[config.mk]
export PLATFORM = sky130hd
export DESIGN_NAME = seq_divider
export DESIGN_NICKNAME = d
export VERILOG_FILES = /design/src/rtl/arith_pkg.sv /design/src/rtl/div_step.sv /design/src/rtl/seq_divider.sv
export SDC_FILE = /design/constraint.sdc
export NUM_CORES = 1
export LEC_CHECK = 0
export CAP_MARGIN = 5
export CORE_AREA = 2 2 111 113
export DETAILED_ROUTE_END_ITERATION = 8
export DIE_AREA = 0 0 113 115
export GPL_TIMING_DRIVEN = 0
export PLACE_DENSITY = 0.75
export SLEW_MARGIN = 40
export SYNTH_ARGS = -nofsm -noshare
export SYNTH_HDL_FRONTEND = slang
export SYNTH_SLANG_ARGS = --single-unit
[constraint.sdc]
create_clock -name clk -period 4.3 [get_ports clk]
set_input_delay 0.43 -clock clk [delete_from_list [all_inputs] [get_ports clk]]
set_output_delay 0.43 -clock clk [all_outputs]
set_load 0.02 [all_outputs]
[src/rtl/arith_pkg.sv]
// Shared arithmetic-unit definitions used by the multiplier and the divider.
package arith_pkg;

   localparam int unsigned WIDTH_DEFAULT = 16;

   // Wide all-ones constant; consumers truncate it to their own width.
   localparam logic [63:0] DIV_ZERO_QUOTIENT = '1;

   typedef enum logic [1:0] {
      IDLE = 2'd0,
      CALC = 2'd1,
      FIX  = 2'd2,
      DONE = 2'd3
   } state_e;

endpackage

[src/rtl/div_step.sv]
// One restoring-division step on magnitudes: shift, trial subtract, restore.
module div_step #(
   parameter int unsigned WIDTH = 16
) (
   input  logic [WIDTH-1:0] rem,
   input  logic [WIDTH-1:0] quo,
   input  logic [WIDTH:0]   dvs_mag,
   output logic [WIDTH-1:0] rem_next,
   output logic [WIDTH-1:0] quo_next
);

   logic [WIDTH:0] shifted;
   logic [WIDTH:0] trial;

   // rem < dvs_mag <= 2^(WIDTH-1), so the shifted partial remainder fits WIDTH+1 bits
   assign shifted = {rem, quo[WIDTH-1]};
   assign trial   = shifted - dvs_mag;

   always_comb begin
      rem_next = shifted[WIDTH-1:0];
      quo_next = {quo[WIDTH-2:0], 1'b0};
      if (!trial[WIDTH]) begin
         rem_next = trial[WIDTH-1:0];
         quo_next = {quo[WIDTH-2:0], 1'b1};
      end
   end

endmodule

[src/rtl/seq_divider.sv]
// Sequential signed restoring divider with valid/ready request and held, backpressured result.
module seq_divider
   import arith_pkg::*;
#(
   parameter int unsigned WIDTH = WIDTH_DEFAULT
) (
   input  logic             clk,
   input  logic             reset,
   input  logic             valid_in,
   input  logic [WIDTH-1:0] dividend,
   input  logic [WIDTH-1:0] divisor,
   output logic             ready_in,
   output logic             valid_out,
   input  logic             out_ready,
   output logic [WIDTH-1:0] quotient,
   output logic [WIDTH-1:0] remainder,
   output logic             div_by_zero
);

   localparam int unsigned CNT_W = $clog2(WIDTH);

   state_e           state_q, state_d;
   logic [CNT_W-1:0] cnt_q, cnt_d;
   logic [WIDTH-1:0] rem_q, rem_d;
   logic [WIDTH-1:0] quo_q, quo_d;
   logic [WIDTH:0]   dvs_q, dvs_d;
   logic             sign_a_q, sign_a_d;
   logic             sign_b_q, sign_b_d;
   logic [WIDTH-1:0] quotient_q, quotient_d;
   logic [WIDTH-1:0] remainder_q, remainder_d;
   logic             div_by_zero_q, div_by_zero_d;
   logic             valid_out_q, valid_out_d;
   logic             ready_in_q, ready_in_d;

   logic [WIDTH-1:0] dividend_mag;
   logic [WIDTH:0]   divisor_ext;
   logic [WIDTH:0]   divisor_mag;
   logic [WIDTH-1:0] step_rem;
   logic [WIDTH-1:0] step_quo;
   logic             out_hs;

   // |most-negative| wraps to 2^(WIDTH-1), which is still correct read as unsigned
   assign dividend_mag = dividend[WIDTH-1] ? (-dividend) : dividend;
   assign divisor_ext  = {divisor[WIDTH-1], divisor};
   assign divisor_mag  = divisor[WIDTH-1] ? (-divisor_ext) : divisor_ext;
   assign out_hs       = valid_out_q && out_ready;

   div_step #(
      .WIDTH (WIDTH)
   ) u_div_step (
      .rem      (rem_q),
      .quo      (quo_q),
      .dvs_mag  (dvs_q),
      .rem_next (step_rem),
      .quo_next (step_quo)
   );

   always_comb begin
      state_d       = state_q;
      cnt_d         = cnt_q;
      rem_d         = rem_q;
      quo_d         = quo_q;
      dvs_d         = dvs_q;
      sign_a_d      = sign_a_q;
      sign_b_d      = sign_b_q;
      quotient_d    = quotient_q;
      remainder_d   = remainder_q;
      div_by_zero_d = div_by_zero_q;

      case (state_q)
         IDLE: begin
            if (valid_in) begin
               sign_a_d      = dividend[WIDTH-1];
               sign_b_d      = divisor[WIDTH-1];
               quo_d         = dividend_mag;
               rem_d         = '0;
               dvs_d         = divisor_mag;
               cnt_d         = CNT_W'(WIDTH - 1);
               div_by_zero_d = (divisor == '0);
               if (divisor == '0) begin
                  quotient_d  = WIDTH'(DIV_ZERO_QUOTIENT);
                  remainder_d = dividend;
                  state_d     = DONE;
               end else begin
                  state_d     = CALC;
               end
            end
         end
         CALC: begin
            rem_d = step_rem;
            quo_d = step_quo;
            if (cnt_q == '0) begin
               state_d = FIX;
            end else begin
               cnt_d = cnt_q - CNT_W'(1);
            end
         end
         FIX: begin
            // Overflow (most-negative / -1) falls out of truncating the magnitude here
            quotient_d  = (sign_a_q ^ sign_b_q) ? (-quo_q) : quo_q;
            remainder_d = sign_a_q ? (-rem_q) : rem_q;
            state_d     = DONE;
         end
         DONE: begin
            if (out_hs) begin
               state_d = IDLE;
            end
         end
         default: state_d = IDLE;
      endcase

      // valid_out trails entry into DONE by one cycle and drops on the handshake edge
      valid_out_d = (state_q == DONE) && !out_hs;
      ready_in_d  = (state_d == IDLE);
   end

   always_ff @(posedge clk or posedge reset) begin
      if (reset) begin
         state_q       <= IDLE;
         cnt_q         <= '0;
         rem_q         <= '0;
         quo_q         <= '0;
         dvs_q         <= '0;
         sign_a_q      <= 1'b0;
         sign_b_q      <= 1'b0;
         quotient_q    <= '0;
         remainder_q   <= '0;
         div_by_zero_q <= 1'b0;
         valid_out_q   <= 1'b0;
         ready_in_q    <= 1'b1;
      end else begin
         state_q       <= state_d;
         cnt_q         <= cnt_d;
         rem_q         <= rem_d;
         quo_q         <= quo_d;
         dvs_q         <= dvs_d;
         sign_a_q      <= sign_a_d;
         sign_b_q      <= sign_b_d;
         quotient_q    <= quotient_d;
         remainder_q   <= remainder_d;
         div_by_zero_q <= div_by_zero_d;
         valid_out_q   <= valid_out_d;
         ready_in_q    <= ready_in_d;
      end
   end

   assign ready_in    = ready_in_q;
   assign valid_out   = valid_out_q;
   assign quotient    = quotient_q;
   assign remainder   = remainder_q;
   assign div_by_zero = div_by_zero_q;

endmodule

# [Yosys cells after proc, flatten, opt, wreduce, memory -nomap -nowiden]
# Index checks and enable logic that the tools add are counted.
[word_totals] regBits=92 in_bits=36 out_inout_bits=35 elab_cells=62
[classes] n_addsub=6 n_eq_ne=6 mux=24 n_bitwise=1 n_reduce_logical=13
[op_table] op="two-way mux 16 bit" n=10
[op_table] op="one-hot mux 16 bit (2 select lines)" n=4
[op_table] op="negator 16 bit" n=3
[op_table] op="two-way mux 17 bit" n=1
[op_table] op="negator 17 bit" n=1
[op_table] op="subtractor 17 bit" n=1
[op_table] op="logical NOT 16 bit" n=1
[op_table] op="two-way mux 2 bit" n=4
[op_table] op="two-way mux 4 bit" n=2
[op_table] op="one-hot mux 2 bit (4 select lines)" n=1
[op_table] op="one-hot mux 4 bit (2 select lines)" n=1
[op_table] op="inequality test 2 bit (second input constant)" n=3
[op_table] op="AND reduction 3 bit" n=2
[op_table] op="equality test 2 bit (second input constant)" n=2
[op_table] op="logical NOT 2 bit" n=2
[op_table] op="logical NOT 4 bit" n=1
[op_table] op="AND reduction 2 bit" n=2
[op_table] op="nonzero test 2 bit" n=2
[op_table] op="subtractor 4 x 1 -> 4 bit (second input constant)" n=1
[op_table] op="equality test 2 x 1 -> 1 bit (second input constant)" n=1
[op_table] op="logical AND 1 bit" n=2
[op_table] op="logical NOT 1 bit" n=1
[op_table] op="two-way mux 1 bit" n=1
[op_table] op="XOR 1 bit" n=1

# [Logic depth before layout (Yosys ltp)]
# Gate-level depths: netlist of run 1.
[logic_depth] depth_word=5 ltp_mapped=11

# [Modules after synthesis]
# Synthesis of run 1 repeated with hierarchy kept, for this count alone.
[unflattened] hier_cells=682 area_unflattened_um2=6115.9
[modules_own_cells] module="seq_divider" n_inst=1 cells_per_inst=521 area_each_um2=4874.7 seq_area_each_um2=2303.5
[modules_own_cells] module="div_step" n_inst=1 cells_per_inst=161 area_each_um2=1241.2 seq_area_each_um2=0.0

# [Worst setup path before layout of run 1]
# OpenSTA, ideal clock, no wires.
[synth_path] path_type="register to register" from="register quo_q[15]" to="register rem_q[3]" setup_ns=0.134 arrival_time_ns=2.414 path_slack_ns=1.752 path_stages_with_launch=12 path_buffers=1 period_less_slack_ns=2.548 path_cell_list="dfrtp_1 inv_1 ha_1 fa_1 nand2b_1 a21oi_1 o21ai_0 o21ai_1 xnor2_2 buf_2 mux2i_1 o21ai_0"
[synth_via] elab_chain_cells=3
[synth_rtl] element="start, declared" line_no="seq_divider.sv:25" text="logic [WIDTH-1:0] quo_q, quo_d;"
[synth_rtl] element="start signal, assigned" line_no="seq_divider.sv:135" text="quo_q <= quo_d;"
[synth_rtl] element="subtractor 17 bit" line_no="div_step.sv:17" text="assign trial = shifted - dvs_mag;"
[synth_rtl] element="two-way mux 16 bit" line_no="div_step.sv:22" text="if (!trial[WIDTH]) begin"
[synth_rtl] element="one-hot mux 16 bit (2 select lines)" line_no="seq_divider.sv:70" text="case (state_q)"
[synth_rtl] element="end signal, assigned" line_no="seq_divider.sv:134" text="rem_q <= rem_d;"
[synth_rtl] element="end, declared" line_no="seq_divider.sv:24" text="logic [WIDTH-1:0] rem_q, rem_d;"
# No other way between the ends.
# A chain may end at the register's enable or synchronous reset.

# [Worst setup path in the final report of run 1]
[layout_path] from="register quo_q[15]" to="register rem_q[6]"
# Same word-level chain as after synthesis.

==> results of run 1 <==
==> through the flow <==
step	worst slack [ns]	power (mW)	instances
after floorplan	1.48	4.18	647
final	1.19	6.12	880
after CTS	1.23	6.11	880
after global routing	0.973	6.60	880
after detailed placement	1.23	5.23	864
after global placement	0.210	5.13	863
==> worst max path at each step <==
stage / startpoint / end / slack (ns)
floorplan: reset / cnt_q[0] / 1.48
global placement: reset / remainder[7] / 0.21
detailed placement: divisor[0] / remainder[12] / 1.23
CTS: quo_q[15] / rem_q[6] / 1.23
global route: quo_q[15] / rem_q[5] / 0.97
finish: quo_q[15] / rem_q[6] / 1.19
==> state kept, by name, indices dropped and copies added, names as in the netlist <==
signal       cells
remainder       16
rem_q           16
quo_q           16
ready_in         1
valid_out        1
div_by_zero      1
cnt_q            4
state_q          2
sign_b_q         1
quotient        16
sign_a_q         1
dvs_q           17
==> per-layer routing <==
metal  vias to the layer above  GRT usage, %  share of wire (%)
met4                         0          8.13                2.2
met5                         -             0                  0
met1                      2526          32.1                 43
li1                       2479             -                  -
met3                        33          5.85                7.6
met2                       197          41.6                 47
==> cell usage after synthesis, drive strengths merged (6+ instances only) <==
| cell | number | area share (%) |
|---|---|---|
| o211ai | 7 | 0.90 |
| clkbuf | 25 | 1.6 |
| o22a | 15 | 2.3 |
| o31ai | 16 | 2.1 |
| mux2i | 29 | 5.0 |
| nor2 | 35 | 2.3 |
| nor3 | 14 | 1.2 |
| o21ai | 64 | 5.5 |
| buf | 7 | 0.79 |
| ha | 21 | 4.5 |
| a22oi | 12 | 1.5 |
| xnor2 | 40 | 6.1 |
| xor2 | 30 | 4.5 |
| a21oi | 32 | 2.7 |
| dfrtp | 91 | 39 |
| inv | 30 | 1.9 |
| nand2 | 79 | 5.2 |
| nand3 | 15 | 1.3 |
| o41ai | 7 | 1.1 |
| or4 | 6 | 0.90 |
| nand2b | 16 | 1.7 |
==> area by class of cell <==
type                    count  area [sq um]
fillers                  1043          4740
multi-input cells         493          3280
flip-flops and latches     92          2300
repair buffers             70           718
clock buffers               9           225
well taps                 147           184
plain buffers              32           140
inverters                  30           118
clock inverters             7          98.8
==> kinds of logic (layout without fill, tap and decap cells) <==
logic type	after synthesis	in the layout	synth area share (%)
and+or+nand+nor	189	189	15.3
AOI/OAI and AO/OA	183	183	20.3
DFF	92	92	39.5
buffers and inverters	62	148	4.34
muxes	29	29	4.98
adders and majority gates	22	22	4.85
xor gates and xnor gates	70	70	10.6
==> worst register-to-register path, stage by stage, from the launching register on <==
cell and delay, ns:
dfrtp_1 0.43, inv_1 0.07, ha_1 0.23, fa_1 0.40
nand2b_1 0.18, a21oi_1 0.27, o21ai_0 0.21, o21ai_1 0.24
xnor2_2 0.27, clkbuf_1 0.44, nand3_1 0.14, o311ai_0 0.12
==> power breakdown <==
part	internal, mW	total, mW	switching (mW)
Sequential	1.28	1.68	0.400
Clock	0.512	0.867	0.355
Combinational	1.58	3.57	2.00
Total	3.37	6.12	2.75
==> cell usage in the layout, fill, tap and decap left out, types with 25 or more instances in the layout <==
cell type and n:
nand2_1 78, mux2i_1 29, a21oi_1 32, o21ai_0 61, clkdlybuf4s50_1 69, dfrtp_1 91, nor2_1 34, inv_1 29
xnor2_1 39, xor2_1 30, clkbuf_1 25
==> metrics.yaml, run 1 <==
worst_setup_path:
  crit_path_top_delay_cell: "clkbuf_1"
  path_buf_inv: 2
  worstPathRequired_ns: 4.53
  start_kind: "register"
  max_stage_delay_ns: 0.44
  arrival_ns: 3.34
  reg2reg_depth: 11
  crit_cells: 11
  crit_chain: "inv_1 -> ha_1 -> fa_1 -> nand2b_1 -> a21oi_1 -> o21ai_0 -> o21ai_1 -> xnor2_2 -> clkbuf_1 -> nand3_1 -> o311ai_0"
  crit_fanout: 10
  reg2reg_slack_ns: 1.19
  critPathCaptureType: "register"
  r2r_start: "quo_q[15]"
  path_class: "reg2reg"
  reg2reg_to: "rem_q[6]"
  cp_top_family: "compound AO/OA/AOI/OAI gates"
logic_synthesis:
  async_reset_ff_share_pct: 100
  ys_warn_count: 0
  synth-edff-count: 0
  netlist_instances: 647
  synth_nets: 705
  seq_area_frac_synth_pct: 39.5
  syn_avg_cell_area_sq_um: 9.01
  synth_ff_type: "dfrtp_1"
  syn_area_sq_um: 5830
  synth_seq_cells: 92
  ys_types: 56
status:
  violations: "DRC"
  status: "complete, but fails checks"
detailed_routing:
  routed-via-count: 5235
  ant_nets: 0
  drtIter0Drc: 382
  drc: 8
  vias_per_cell: 5.95
  finalWirelength_microns: 15800
  drt-pass1-iter-count: 8
  wl_per_cell_microns: 18.0
global_routing:
  first_global_vias: 5169
  grt_overflow_total: 0
  antenna_found_initial: 0
  track_usage_pct: 24.9
  grt_pass1_wl_microns: 25700
  grt_max_degree: 64
min_path:
  hold_path.class: "in2async"
sta:
  slew_headroom_pct: 44.4
  rsz0062_at_grt: "false"
  tightest_slew_ns: 0.826
  finalSetupTns_ns: 0
  slew_viol_final: 0
  fin_hold_ws_ns: 0.419
  fin_skew_ns: 0.00884
  min_period_ns: 3.11
  final-hold-violation-count: 0
  fin_crit_sh_pct: 72.4
  setup_viol: 0
  max_freq_mhz: 321
placement:
  io_buffers: 69
  dpl_cell_area_sq_um: 6740
  dp_hpwl_microns: 12200
  place.gp.congestion: 0.905
final_layout:
  syn_to_final_growth_pct: 21.2
  diodes: 0
  fin_area_sq_um: 7070
  nNetsFinal: 786
  drive_above_1_share_pct: 4.37
  utilization_pct: 59.8
cts:
  h-tree-depth: 3
  hold_buffers: 0
  root_buffer: "clkbuf_16"
  insertion_delay_ns: 0.35
  cts_setup_buffers: 0
  clockBufferDepth: 2
  cts_sinks: 92
  cts_resized: 0
  clk_pin_slew_ns: 0.07
  cts_buffers: 9
  cts_tree: "done"
floorplanning:
  die_h_microns: 115
  core_sq_um: 11800
  die_w_microns: 113
  io_pins: 71
  die-area_sq_um: 13000
  rows: 40
  initial_core_util_pct: 49.4
power:
  p_leak_nw: 3.04
  vdd_drop_max_mv: 0.305
  power_density_nw_per_um2: 866
flow_run:
  max_cap_violations: 0
(Power assumes the default switching activity.)
==> run 2, diff against run 1 <==
==> constraint.sdc (replaced) <==
create_clock -name clk -period 3.15 [get_ports clk]
set_input_delay 0.315 -clock clk [delete_from_list [all_inputs] [get_ports clk]]
set_output_delay 0.315 -clock clk [all_outputs]
set_load 0.02 [all_outputs]
==> metrics.yaml, run 2 (same netlist as run 1, synthesis figures left out) <==
min_path:
  hold_path.class: "in2async"  # unchanged
detailed_routing:
  finalWirelength_microns: 15800  # about the same
  drt-pass1-iter-count: 7  # was 8
  ant_nets: 0  # unchanged
  wl_per_cell_microns: 17.9  # was 18.0 microns
  vias_per_cell: 5.97  # was 5.95
  routed-via-count: 5251  # was 5235
  drtIter0Drc: 362  # was 382
  drc: 8  # unchanged
power:
  p_switching_mw: 3.76  # was 2.75 mW
  vdd_drop_max_mv: 0.416  # was 0.305 mV
  p_int_mw: 4.62  # was 3.37 mW
  power_mw: 8.38  # was 6.12 mW
  combPwrFrac_pct: 58.5  # was 58.4%
  swShare_pct: 44.9  # was 45.0%
  power_density_nw_per_um2: 1180  # was 866 nW/um^2
  clkPwrFrac_pct: 14.1  # was 14.2%
  p_leak_nw: 3.04  # about the same
  p_seq_share_pct: 27.4  # was 27.5%
floorplanning:
  die_w_microns: 113  # unchanged
  die_h_microns: 115  # unchanged
  die-area_sq_um: 13000  # unchanged
  rows: 40  # unchanged
  core_sq_um: 11800  # unchanged
  initial_core_util_pct: 49.4  # unchanged
  io_pins: 71  # unchanged
final_layout:
  drive_above_1_share_pct: 4.64  # was 4.37%
  diodes: 0  # unchanged
  top_register: "dvs_q"  # unchanged
  mostFrequentLayoutCell: "dfrtp_1"  # unchanged
  fin_area_sq_um: 7070  # about the same
  syn_to_final_growth_pct: 21.4  # was 21.2%
  largest_reg_flops: 17  # unchanged
  utilization_pct: 59.9  # was 59.8%
  n_fill_cell: 1043  # unchanged
  nNetsFinal: 786  # unchanged
  final_cell_mix: "dfrtp_1, nand2_1, clkdlybuf4s50_1"  # unchanged
sta:
  rsz0062_at_grt: "false"  # unchanged
  setup_viol: 0  # unchanged
  min_period_ns: 2.93  # was 3.11 ns
  slew_headroom_pct: 44.8  # was 44.4%
  fin_skew_ns: 0.00865  # was 0.00884 ns
  tightest_slew_ns: 0.822  # was 0.826 ns
  final-hold-violation-count: 0  # unchanged
  max_freq_mhz: 341  # was 321 MHz
  fin_crit_sh_pct: 93.0  # was 72.4%
  slew_viol_final: 0  # unchanged
global_routing:
  grt_overflow_total: 0  # unchanged
  first_global_vias: 5169  # unchanged
  track_usage_pct: 24.9  # unchanged
  antenna_found_initial: 0  # unchanged
  grt_pass1_wl_microns: 25700  # unchanged
  grt_max_degree: 64  # unchanged
placement:
  dp_hpwl_microns: 12200  # unchanged
  io_buffers: 69  # unchanged
  dpl_cell_area_sq_um: 6740  # unchanged
  place.gp.congestion: 0.905  # unchanged
cts:
  cts_tree: "done"  # unchanged
  cts_setup_buffers: 0  # unchanged
  cts_buffers: 9  # unchanged
  root_buffer: "clkbuf_16"  # unchanged
  hold_buffers: 0  # unchanged
  insertion_delay_ns: 0.35  # about the same
  h-tree-depth: 3  # unchanged
  clockBufferDepth: 2  # unchanged
  cts_sinks: 92  # unchanged
  cts_resized: 0  # unchanged
  clk_pin_slew_ns: 0.07  # about the same
flow_run:
  max_cap_violations: 0  # unchanged
worst_setup_path:
  critPathCaptureType: "register"  # unchanged
  critPathLaunch: "quo_q[15]"  # unchanged
  critPathMostFrequentCell: "o21ai_0"
  path_class: "reg2reg"  # unchanged
  max_stage_delay_ns: 0.43  # was 0.44 ns
  crit_path_top_delay_cell: "dfrtp_1"  # was clkbuf_1
  crit_fanout: 10  # unchanged
  start_kind: "register"  # unchanged
  worstPathRequired_ns: 3.36  # was 4.53 ns
  arrival_ns: 3.14  # was 3.34 ns
  r2r_start: "quo_q[15]"  # unchanged
  crit_chain: "inv_1 -> ha_1 -> fa_1 -> nand2b_1 -> a21oi_2 -> o21ai_0 -> o21ai_1 -> xnor2_2 -> buf_4 -> mux2i_1 -> o21ai_0"  # was inv_1 -> ha_1 -> fa_1 -> nand2b_1 -> a21oi_1 -> o21ai_0 -> o21ai_1 -> xnor2_2 -> clkbuf_1 -> nand3_1 -> o311ai_0
  reg2reg_slack_ns: 0.22  # was 1.19 ns
status:
  status: "complete, but fails checks"  # unchanged
  violations: "DRC"  # unchanged
run 2: cell counts in the layout (fill, tap and decap cells not counted):
Identical to the previous run, type by type.
run 2: layout make-up:
| cell class | instances | area (sq um) | area share, % |
|---|---|---|---|
| Buffer | 32 | 144 | 2.03 |
| Clock buffer | 9 | 225 | 3.18 |
| Clock inverter | 7 | 98.8 | 1.40 |
| Inverter | 30 | 118 | 1.66 |
| Multi-Input combinational cell | 493 | 3280 | 46.4 |
| Sequential cell | 92 | 2300 | 32.6 |
| Tap cell | 147 | 184 | 2.60 |
| Timing Repair Buffer | 70 | 718 | 10.2 |
run 2: stage by stage:
stage	setup TNS, ns	setup WS, ns	hold slack, ns	instances
2_1_floorplan	0	0.445	0.398	647
3_3_place_gp	-74.21	-0.825	0.468	863
3_5_place_dp	0	0.0940	0.481	864
4_1_cts	0	0.0839	0.308	880
5_1_grt	0	0.0393	0.321	880
6_report	0	0.221	0.302	880
run 2: worst max-delay path: cells and delay by family (launching register included):
| family | cells | cell delay (ns) |
|---|---|---|
| mux | 1 | 0.18 |
| buf+inv | 2 | 0.35 |
| compound gates | 4 | 0.72 |
| fa+ha+maj | 2 | 0.63 |
| simple gates | 1 | 0.20 |
| flops | 1 | 0.43 |
| xor+xnor | 1 | 0.27 |
run 2: power by group through the flow:
stage	clock [mW]	sequential (mW)	combinational [mW]
6_report	1.19	2.29	4.90
5_1_grt	1.24	2.37	5.42
4_1_cts	1.20	2.28	4.86
3_5_place_dp	0	2.30	4.84
3_3_place_gp	0	2.27	4.73
2_1_floorplan	0	2.41	3.30
run 2: path summary, 6_finish.rpt:
check	end	cells after the start
worst max-delay path	rem_q[2]	11
worst min-delay path	dvs_q[0]	2
worst max register to register	rem_q[2]	11
worst min register to register	dvs_q[4]	2
max in group asynchronous	rem_q[10]	3
min in group clk	quo_q[15]	3
run 2: per-layer routing:
layer | global-route usage, % | part of all wire (%) | vias to the layer above
li1 | - | - | 2479
met1 | 32.1 | 43 | 2536
met2 | 41.6 | 47 | 202
met3 | 5.85 | 7.7 | 34
met4 | 8.13 | 2.3 | 0
met5 | 0 | 0 | -
==> run 3, diff against run 2 <==
--- a/config.mk
+++ b/config.mk
@@ -11,6 +11,7 @@
 export DIE_AREA = 0 0 113 115
 export GPL_TIMING_DRIVEN = 0
 export PLACE_DENSITY = 0.75
+export RECOVER_POWER = 25
 export SLEW_MARGIN = 40
 export SYNTH_ARGS = -nofsm -noshare
 export SYNTH_HDL_FRONTEND = slang
==> metrics.yaml, run 3 (same netlist as run 1, synthesis figures left out) <==
final_layout:
  final_cell_mix: "dfrtp_1, nand2_1, clkdlybuf4s50_1"  # unchanged
  syn_to_final_growth_pct: 20.9  # was 21.4%
  largest_reg_flops: 17  # unchanged
  instances_no_fill: 880  # unchanged
  n_fill_cell: 1046  # was 1043
  top_register: "dvs_q"  # unchanged
  mostFrequentLayoutCell: "dfrtp_1"  # unchanged
  nNetsFinal: 786  # unchanged
  diodes: 0  # unchanged
  drive_above_1_share_pct: 4.64  # unchanged
worst_setup_path:
  path_buf_inv: 2  # unchanged
  arrival_ns: 3.14  # about the same
  r2r_start: "quo_q[15]"  # unchanged
  cp_top_family: "compound AO/OA/AOI/OAI gates"  # unchanged
  max_stage_delay_ns: 0.43  # about the same
  crit_chain: "inv_1 -> ha_1 -> fa_1 -> nand2b_1 -> a21oi_2 -> o21ai_0 -> o21ai_1 -> xnor2_2 -> buf_4 -> mux2i_1 -> o21ai_0"  # unchanged
  start_kind: "register"  # unchanged
  reg2reg_slack_ns: 0.21  # was 0.22 ns
  crit_path_top_delay_cell: "dfrtp_1"  # unchanged
  path_class: "reg2reg"  # unchanged
  crit_cells: 11  # unchanged
  crit_fanout: 10  # unchanged
  worstPathRequired_ns: 3.36  # about the same
  critPathMostFrequentCell: "o21ai_0"  # unchanged
  reg2reg_depth: 11  # unchanged
  reg2reg_to: "rem_q[2]"  # unchanged
  critPathLaunch: "quo_q[15]"  # unchanged
  critPathCaptureType: "register"  # unchanged
  critPathCapture: "rem_q[2]"  # unchanged
placement:
  io_buffers: 69  # unchanged
  dp.cells: 864  # unchanged
  dp_hpwl_microns: 12200  # unchanged
  place.gp.congestion: 0.905  # unchanged
cts:
  cts_setup_buffers: 0  # unchanged
  cts_resized: 0  # unchanged
  clockBufferDepth: 2  # unchanged
  insertion_delay_ns: 0.35  # about the same
  clk_pin_slew_ns: 0.07  # about the same
  cts_sinks: 92  # unchanged
  root_buffer: "clkbuf_16"  # unchanged
  cts_tree: "done"  # unchanged
  h-tree-depth: 3  # unchanged
  hold_buffers: 0  # unchanged
  cts_buffers: 9  # unchanged
global_routing:
  grt_overflow_total: 0  # unchanged
  first_global_vias: 5169  # unchanged
  antenna_found_initial: 0  # unchanged
  track_usage_pct: 24.9  # unchanged
  grt_pass1_wl_microns: 25700  # unchanged
  grt_max_degree: 64  # unchanged
status:
  violations: "DRC"  # unchanged
  status: "complete, but fails checks"  # unchanged
detailed_routing:
  wl_met2_microns: 7370  # about the same
  ant_nets: 0  # unchanged
  drtIter0Drc: 397  # was 362
  wl_met3_microns: 1160  # was 1220 microns
  wl_per_cell_microns: 17.9  # about the same
  routed-via-count: 5249  # was 5251
  finalWirelength_microns: 15800  # about the same
  top_layer_used: "met4"  # unchanged
  drc: 8  # unchanged
  drt-met1-wl_microns: 6890  # was 6840 microns
  drt-pass1-iter-count: 7  # unchanged
  vias_per_cell: 5.96  # was 5.97
floorplanning:
  initial_core_util_pct: 49.4  # unchanged
  io_pins: 71  # unchanged
  core_sq_um: 11800  # unchanged
  die_w_microns: 113  # unchanged
  die-area_sq_um: 13000  # unchanged
  die_h_microns: 115  # unchanged
  rows: 40  # unchanged
sta:
  slew_headroom_pct: 5.97  # was 44.8%
  slew_viol_final: 0  # unchanged
  max_freq_mhz: 341  # about the same
  setup_viol: 0  # unchanged
  min_period_ns: 2.94  # was 2.93 ns
  final-hold-violation-count: 0  # unchanged
  rsz0062_at_grt: "false"  # unchanged
  finalSetupTns_ns: 0  # unchanged
  fin_crit_sh_pct: 93.2  # was 93.0%
  fin_hold_ws_ns: 0.437  # was 0.302 ns
  fin_skew_ns: 0.00938  # was 0.00865 ns
  tightest_slew_ns: 1.41  # was 0.822 ns
power:
  p_leak_nw: 3.03  # was 3.04 nW
  power_mw: 8.37  # was 8.38 mW
  vdd_drop_max_mv: 0.418  # was 0.416 mV
  power_density_nw_per_um2: 1190  # was 1180 nW/um^2
min_path:
  hold_path.class: "in2reg"  # was in2async
flow_run:
  max_cap_violations: 0  # unchanged
[run 3: changes by cell type in the layout (fill, tap and decap cells not counted)]
cell,change
dlygate4sd3_1,+1
buf_16,-1
clkdlybuf4s50_1,-1
clkinvlp_2,+1
inv_6,-1
buf_2,+1
[run 3: worst min-delay path by stage]
stage                end  slack, ns          from  cells after the start
2_1_floorplan  valid_out       0.40     out_ready                      1
3_3_place_gp   dvs_q[13]       0.47     dvs_q[13]                      2
3_5_place_dp   dvs_q[11]       0.48     dvs_q[11]                      2
4_1_cts         cnt_q[1]       0.31         reset                      2
5_1_grt        quo_q[15]       0.46  dividend[15]                      3
6_report       quo_q[15]       0.44  dividend[15]                      3
[run 3: power by group]
| group | switching [mW] | total [mW] | internal, mW | leakage, nW |
|---|---|---|---|---|
| logic | 2.73 | 4.89 | 2.17 | 1.78 |
| registers | 0.543 | 2.29 | 1.75 | 1.10 |
| clock network | 0.486 | 1.19 | 0.700 | 0.150 |
[run 3: metal layers]
metal / up-vias / global-route usage (%)
met1: 2552 / 32.1
li1: 2483 / -
met5: - / 0
met4: 0 / 8.13
met2: 181 / 41.6
met3: 33 / 5.85
[run 3: final cells by class]
class	instances	area [sq um]	share of cell area [%]
clock buffers	9	225	3.20
clock inverters	7	98.8	1.40
well taps	147	184	2.61
multi-input cells	493	3280	46.6
plain buffers	32	144	2.04
inverters	30	114	1.62
flip-flops and latches	92	2300	32.7
repair buffers	70	696	9.87
[run 3: tightest hold or removal path, stage by stage]
cell,delay [ns]
clkbuf_1,0.20
nand2b_1,0.14
o41ai_1,0.07
[run 3: per-stage QoR]
step	util, %	instance area (sq um)	worst slack [ns]
2_1_floorplan	-	5830	0.445
3_3_place_gp	56.8	6700	-0.825
3_5_place_dp	57.1	6740	0.0940
4_1_cts	59.8	7070	0.0839
5_1_grt	59.7	7050	0.0393
6_report	59.7	7050	0.214
